[config.mk]
export PLATFORM = sky130hd
export DESIGN_NAME = fetch_unit
export DESIGN_NICKNAME = d
export VERILOG_FILES = /design/src/rtl/fetch_unit.sv
export SDC_FILE = /design/constraint.sdc
export NUM_CORES = 1
export LEC_CHECK = 0
export BUFFER_PORTS_ARGS = -buffer_cell sky130_fd_sc_hd__buf_2
export CAP_MARGIN = 15
export CELL_PAD_IN_SITES_DETAIL_PLACEMENT = 0
export CELL_PAD_IN_SITES_GLOBAL_PLACEMENT = 1
export CORE_MARGIN = 8
export CORE_UTILIZATION = 35
export DETAILED_ROUTE_END_ITERATION = 8
export PLACE_DENSITY_LB_ADDON = 0.05
export SLEW_MARGIN = 0
export SYNTH_ARGS = -nofsm -noshare
export SYNTH_HDL_FRONTEND = slang
export SYNTH_SLANG_ARGS = --single-unit
[constraint.sdc]
create_clock -name clk -period 4.1 [get_ports clk]
set_clock_uncertainty 0.2 [all_clocks]
set_input_delay 0.41 -clock clk [delete_from_list [all_inputs] [get_ports clk]]
set_output_delay 0.41 -clock clk [all_outputs]
set_load 0.1 [all_outputs]
[src/rtl/fetch_unit.sv]
// Instruction fetch stage: PC, single-outstanding imem request, output FIFO.
// A redirect flushes the FIFO and marks any in-flight fetch stale.
module fetch_unit #(
    parameter int              XLEN     = 32,
    parameter logic [XLEN-1:0] RESET_PC = '0,
    parameter int              DEPTH    = 2
) (
    input  logic            clk,
    input  logic            reset,
    output logic            imem_req,
    output logic [XLEN-1:0] imem_addr,
    input  logic            imem_gnt,
    input  logic            imem_rvalid,
    input  logic [XLEN-1:0] imem_rdata,
    input  logic            redirect,
    input  logic [XLEN-1:0] redirect_pc,
    output logic            instr_valid,
    input  logic            instr_ready,
    output logic [XLEN-1:0] instr,
    output logic [XLEN-1:0] instr_pc,
    output logic [6:0]      opcode
);

    localparam logic [XLEN-1:0] NOP = XLEN'(32'h13);
    localparam int PW = (DEPTH > 1) ? $clog2(DEPTH) : 1;
    localparam int CW = $clog2(DEPTH + 1);

    typedef enum logic [1:0] {
        IDLE,
        REQ,
        WAIT,
        DROP
    } state_t;

    state_t          state;
    logic [XLEN-1:0] pc;
    logic [XLEN-1:0] req_pc;
    logic [XLEN-1:0] tgt;

    logic [XLEN-1:0] fifo_d [DEPTH];
    logic [XLEN-1:0] fifo_p [DEPTH];
    logic [PW-1:0]   rd_ptr;
    logic [PW-1:0]   wr_ptr;
    logic [CW-1:0]   count;

    logic fire;
    logic flush;
    logic push;
    logic pop;

    function automatic logic [PW-1:0] nxt(input logic [PW-1:0] p);
        return (p == PW'(DEPTH - 1)) ? '0 : p + 1'b1;
    endfunction

    assign tgt   = {redirect_pc[XLEN-1:2], 2'b00};
    assign flush = redirect && (state != IDLE);

    assign imem_req  = (state == REQ) && (count < CW'(DEPTH));
    assign imem_addr = pc;
    assign fire      = imem_req && imem_gnt;

    assign instr_valid = (count != '0);
    assign push = (state == WAIT) && imem_rvalid && !flush;
    assign pop  = instr_valid && instr_ready && !flush;

    assign instr    = instr_valid ? fifo_d[rd_ptr] : NOP;
    assign instr_pc = instr_valid ? fifo_p[rd_ptr] : '0;
    assign opcode   = instr[6:0];

    // Fetch FSM: PC advance, request tracking, stale-response dropping.
    always_ff @(posedge clk or posedge reset) begin
        if (reset) begin
            state  <= IDLE;
            pc     <= RESET_PC;
            req_pc <= RESET_PC;
        end else begin
            unique case (state)
                IDLE: state <= REQ;
                REQ: begin
                    if (redirect) begin
                        pc <= tgt;
                        if (fire)
                            state <= DROP;
                    end else if (fire) begin
                        pc     <= pc + XLEN'(4);
                        req_pc <= pc;
                        state  <= WAIT;
                    end
                end
                WAIT: begin
                    if (redirect) begin
                        pc    <= tgt;
                        state <= imem_rvalid ? REQ : DROP;
                    end else if (imem_rvalid) begin
                        state <= REQ;
                    end
                end
                DROP: begin
                    if (redirect)
                        pc <= tgt;
                    if (imem_rvalid)
                        state <= REQ;
                end
                default: state <= IDLE;
            endcase
        end
    end

    // FIFO occupancy and pointers; redirect empties it.
    always_ff @(posedge clk or posedge reset) begin
        if (reset) begin
            rd_ptr <= '0;
            wr_ptr <= '0;
            count  <= '0;
        end else if (flush) begin
            rd_ptr <= '0;
            wr_ptr <= '0;
            count  <= '0;
        end else begin
            if (push)
                wr_ptr <= nxt(wr_ptr);
            if (pop)
                rd_ptr <= nxt(rd_ptr);
            if (push && !pop)
                count <= count + CW'(1);
            else if (pop && !push)
                count <= count - CW'(1);
        end
    end

    // FIFO storage; contents are only meaningful under count.
    always_ff @(posedge clk) begin
        if (push) begin
            fifo_d[wr_ptr] <= imem_rdata;
            fifo_p[wr_ptr] <= req_pc;
        end
    end

endmodule

==> results of run 1 <==
-- cell families after synthesis --
family	after synthesis	synth area share, %
other	1	0.04483
muxes	97	12.05
AOI/OAI and AO/OA	93	8.062
DFF	190	64.25
buffers and inverters	61	3.993
xor gates and xnor gates	2	0.2094
and+or+nand+nor	184	11.23
adders and majority gates	1	0.1495
-- per-layer routing --
layer	global-route usage [%]	wire, microns
met1	21.44	10490
met2	24.32	10320
met3	3.849	1271
met4	3.509	83
met5	0	0
-- area by class of cell --
class,instances,area (sq um)
Clock buffer,19,442.9
Inverter,6,22.52
Clock inverter,13,122.6
Timing Repair Buffer,209,1241
Tap cell,319,399.1
Sequential cell,190,5379
Fill cell,2199,13170
Multi-Input combinational cell,381,2698
-- synth_stat cells (all sizes together), types with 5 or more instances --
library cell	number
buf	39
o22ai	5
inv	6
nand2	26
o211ai	7
nor3	8
o32ai	8
and4	9
a2bb2oi	5
nor2	80
nand3	16
o21ai	9
dfrtp	66
a21oi	20
or3	6
and3	6
nor4	5
nand4	6
edfxtp	124
a311oi	6
mux2i	67
clkbuf	16
a211oi	5
mux2	30
and2	6
-- state kept, by name (all words and copies together), names as in the netlist --
register,count
state,2
count,2
req_pc,30
imem_addr,30
fifo_d,64
wr_ptr,1
rd_ptr,1
fifo_p,60
-- placed cells by master (no fill, tap or decap), types with 5 or more instances in the layout --
| cell | instances |
|---|---|
| dlygate4sd3_1 | 32 |
| dfrtp_1 | 65 |
| and2_1 | 5 |
| clkbuf_16 | 17 |
| inv_1 | 5 |
| mux2i_1 | 67 |
| buf_2 | 168 |
| o32ai_1 | 8 |
| inv_6 | 5 |
| nand3_1 | 15 |
| o22ai_1 | 5 |
| a2bb2oi_1 | 5 |
| edfxtp_1 | 124 |
| and3_1 | 6 |
| mux2_2 | 30 |
| nor2_1 | 75 |
| a311oi_1 | 6 |
| nor4_1 | 5 |
| or3_1 | 6 |
| o21ai_0 | 8 |
| a211oi_1 | 5 |
| and4_1 | 8 |
| o211ai_1 | 7 |
| a21oi_1 | 20 |
| nand2_1 | 26 |
| nor3_1 | 8 |
| buf_4 | 8 |
-- stage by stage --
stage	cells	setup slack (ps)
after floorplan	632	-83.10
after global placement	1073	1323
after detailed placement	1073	1327
after CTS	1137	1054
after global routing	1137	977.0
final	1137	1124
-- path summary, 6_finish.rpt --
path | startpoint | to | depth (start not counted)
max | rd_ptr | opcode[6] | 4
min | reset | req_pc[15] | 2
max reg2reg | state[1] | imem_addr[19] | 5
min reg2reg | req_pc[18] | fifo_p[1][18] | 0
max in group asynchronous | reset | rd_ptr | 3
min in group clk | redirect_pc[3] | imem_addr[3] | 3
-- power by group through the flow --
| stage | Sequential [mW] | Clock, mW | Combinational, mW |
|---|---|---|---|
| global placement | 2.70 | 0 | 1.28 |
| CTS | 2.68 | 1.63 | 1.32 |
| detailed placement | 2.72 | 0 | 1.29 |
| global route | 2.73 | 1.71 | 1.38 |
| finish | 2.68 | 1.58 | 1.30 |
| floorplan | 3.11 | 0 | 0.560 |
-- worst max-delay path, delay by kind of cell, from the launching register on --
family | cells | cell delay, ps
simple gates | 1 | 140
buf+inv | 2 | 760
flops | 1 | 900
mux | 1 | 100
==> results_dict.tcl, run 1 <==
set metrics [dict create \
    pwr-share-comb_pct 23.4 \
    core_sq_um 23470 \
    nets 876 \
    pwr-share-seq_pct 48.1 \
    place_congestion 0.8052 \
    switching_share_pct 36.39 \
    overflow 0 \
    ios 175 \
    synth_top_area_share_pct 44.51 \
    track_usage_pct 15.54 \
    max_stage_delay_ps 900 \
    cp_data_required_time_ps 3490 \
    synthFlopType "edfxtp_1" \
    vdd_drop_max_uv 383.2 \
    setup_viol 0 \
    timing.fmax_mhz 336.1 \
    diodes 0 \
    syn_area_sq_um 8366 \
    yosys_warnings 0 \
    drt_iter0_drc 392 \
    cts_resized 0 \
    syn_to_final_growth_pct 23.18 \
    avgSynthCellArea_sq_um 13.30 \
    dr.pass1.iters 4 \
    rsz0062_at_grt "false" \
    async_reset_ff_share_pct 34.74 \
    grt_max_degree 63 \
    initial_core_util_pct 35.64 \
    vias 5742 \
    drt-total-wl_mm 22.17 \
    core.rowCount 56 \
    hold_buffers 32 \
    endpoint_kind "output port" \
    fp.dieW_microns 170.6 \
    p_per_area_nw_per_um2 540.1 \
    crit_fanout 40 \
    maxCapViolations 0 \
    finalHoldWorstSlack_ps 13.78 \
    htreeDepth 4 \
    clkTransAtPathRegs_ps 80 \
    antenna_found_initial 0 \
    final_cell_area_sq_um 10300 \
    reg2reg_setup_slack_ps 1320 \
    yosys-top-cells-area "edfxtp_1, dfrtp_1, mux2i_1, mux2_2, nor2_1" \
    criticalPathCategory "register to output port" \
    ctsRootBufferMaster "clkbuf_16" \
    slew_violations 0 \
    synth_cell_type_count 67 \
    yosysTopAreaCell "edfxtp_1" \
    p_int_mw 3.541 \
    clockBufferDepth 2 \
    ys_seq_elements 190 \
    tns_ps 0 \
    final_hold_viol_count 0 \
    path_cells "buf_12, mux2i_1, nor2_1, buf_2" \
    status "completed" \
    p_leak_nw 3.864 \
    cts_tree "done" \
    switching_power_mw 2.025 \
    synth-edff-count 124 \
    worst_pin_slew_ps 1061 \
    final_layout_size_suffix_gt1_share_pct 30.81 \
    cts_sinks 190 \
    ant_nets 0 \
    dpl_cell_area_sq_um 9419 \
    layout_min_cycle_time_ps 2976 \
    slew_headroom_pct 29.10 \
    clk_latency_ps 440 \
    routed_via_density 5.050 \
    arrival_ps 2370 \
    drc 0 \
    die_area_sq_um 29100 \
    slowest_stage "dfrtp_4" \
    period_share_pct 72.58 \
    hold_path_class "primary input to asynchronous set/reset pin" \
    post-route-util_pct 43.90 \
    die-height_microns 170.6 \
    start_kind "register" \
    io_buffers 168 \
    ys_seq_area_share_pct 64.25 \
    power_frac_clock_pct 28.4 \
    hpwl_mm 14.45 \
    total_power_mw 5.566 \
    wl_per_cell_microns 19.49 \
    cts_setup_buffers 0 \
    cts_buffers 17 \
    grt_pass1_wl_mm 35.09 \
    grt_pass1_vias 6118 \
    synthCells 629 \
]
(Power assumes the default switching activity.)
==> run 2: changes to the inputs <==
==> constraint.sdc (replaced) <==
create_clock -name clk -period 3.02 [get_ports clk]
set_clock_uncertainty 0.2 [all_clocks]
set_input_delay 0.302 -clock clk [delete_from_list [all_inputs] [get_ports clk]]
set_output_delay 0.302 -clock clk [all_outputs]
set_load 0.1 [all_outputs]
==> results_dict.tcl, run 2 (synthesis gave the netlist of run 1 again) <==
set metrics [dict create \
    cts_resized 0 \
    path_cells "buf_4, mux2i_1, nor2_1, buf_2" \
    wl_per_cell_microns 18.91 \
    ant_nets 0 \
    start_kind "register" \
    endpoint_kind "output port" \
    largest_reg_flops 64 \
    top_register "fifo_d" \
    drt-total-wl_mm 22.18 \
    dr.pass1.iters 4 \
    fp.dieW_microns 170.6 \
    drc 0 \
    crit_fanout 25 \
    cts_buffers 17 \
    die-height_microns 170.6 \
    place_congestion 0.8128 \
    vdd_drop_max_uv 363.8 \
    worst_pin_slew_ps 706.7 \
    overflow 0 \
    layout_min_cycle_time_ps 2635 \
    rsz0062_at_grt "false" \
    slowest_stage "dfrtp_4" \
    routed_via_density 4.990 \
    post-route-util_pct 45.66 \
    clk_latency_ps 430 \
    top_regs "fifo_d: 64 flops, fifo_p: 60 flops" \
    cp_data_required_time_ps 2520 \
    vias 5853 \
    syn_to_final_growth_pct 28.10 \
    core_sq_um 23470 \
    timing.fmax_mhz 379.6 \
    initial_core_util_pct 35.64 \
    busiest_layer "met2" \
    status "completed" \
    htreeDepth 4 \
    cts_tree "done" \
    antenna_found_initial 0 \
    cts_setup_buffers 0 \
    die_area_sq_um 29100 \
    slew_headroom_pct 52.82 \
    ios 175 \
    preCtsSetupSlack_ps 526.7 \
    cts_sinks 190 \
    diodes 0 \
    io_buffers 168 \
    period_share_pct 87.24 \
    grt_pass1_wl_mm 34.49 \
    nets 912 \
    p_leak_nw 4.058 \
    p_per_area_nw_per_um2 714.8 \
    fin_ws_ps 385.4 \
    n_fill_cell 2191 \
    grt_pass1_vias 6108 \
    hpwl_mm 15.48 \
    track_usage_pct 15.31 \
    use_met1_pct 20.67 \
    met3_usage_pct 3.964 \
    hold_path_class "primary input to register" \
    max_stage_delay_ps 720 \
    final_layout_size_suffix_gt1_share_pct 32.32 \
    met2_usage_pct 24.37 \
    clkTransAtPathRegs_ps 80 \
    layout_commonest_cell "buf_2" \
    clockBufferDepth 2 \
    slew_violations 0 \
    drt_iter0_drc 317 \
    maxCapViolations 0 \
    setup_viol 0 \
    criticalPathCategory "register to output port" \
    core.rowCount 56 \
    layout.cells.most_common_list "buf_2, edfxtp_1, nor2_1" \
    final_hold_viol_count 0 \
    grt_max_degree 53 \
    ctsRootBufferMaster "clkbuf_16" \
    arrival_ps 2130 \
]
[run 2: final timing paths]
| kind | startpoint | endpoint | slack [ps] | cells after the start |
|---|---|---|---|---|
| max in group asynchronous | reset | req_pc[9] | 1530 | 4 |
| min reg2reg | req_pc[18] | fifo_p[0][18] | 280 | 0 |
| min in group asynchronous | reset | imem_addr[4] | 340 | 3 |
| max reg2reg | state[1] | imem_addr[14] | 500 | 5 |
| min | redirect_pc[8] | imem_addr[8] | 10 | 3 |
| max | rd_ptr | instr_pc[13] | 390 | 4 |
[run 2: power by group]
group	switching [mW]	total [mW]	internal, mW
sequential	0.405	3.62	3.22
clock	1.07	2.17	1.10
combinational	1.34	1.87	0.526
total	2.81	7.66	4.85
[run 2: per-stage QoR]
stage | hold WS (ps) | TNS [ps] | std cells | power (mW) | cell area (sq um)
global placement | 249.4 | 0 | 1091 | 5.457 | 9644
floorplan | 200.9 | -106.3 | 632 | 4.989 | 8407
detailed placement | 255.7 | 0 | 1091 | 5.504 | 9644
finish | 10.35 | 0 | 1173 | 7.660 | 10720
CTS | 0.9482 | 0 | 1173 | 7.729 | 10720
global route | 1.107 | 0 | 1173 | 8.008 | 10720
[run 2: cell type report]
cell class,count,area (sq um),share of cell area [%]
Timing Repair Buffer,245,1632,15.22
Multi-Input combinational cell,381,2713,25.31
Sequential cell,190,5379,50.19
Inverter,6,22.52,0.2102
Tap cell,319,399.1,3.724
Clock inverter,15,146.4,1.366
Clock buffer,17,425.4,3.970
[run 2: timing repair]
item                                    4_1_cts  5_1_grt
hold buffers                                 50        0
endpoints found under the hold margin       108        0
endpoints found under the setup margin        0        0
[run 2: routing by layer]
layer  wire length (microns)  share of wire [%]
met5                       0                  0
met3                    1273                5.7
met4                     167               0.75
met1                   10500                 47
met2                   10240                 46
[run 2: critical path, delay by kind of cell, from the launching register on]
family                 cells  cell delay [ps]
buffers and inverters      2              760
flip-flops                 1              720
multiplexers               1              110
AND/OR/NAND/NOR            1               90
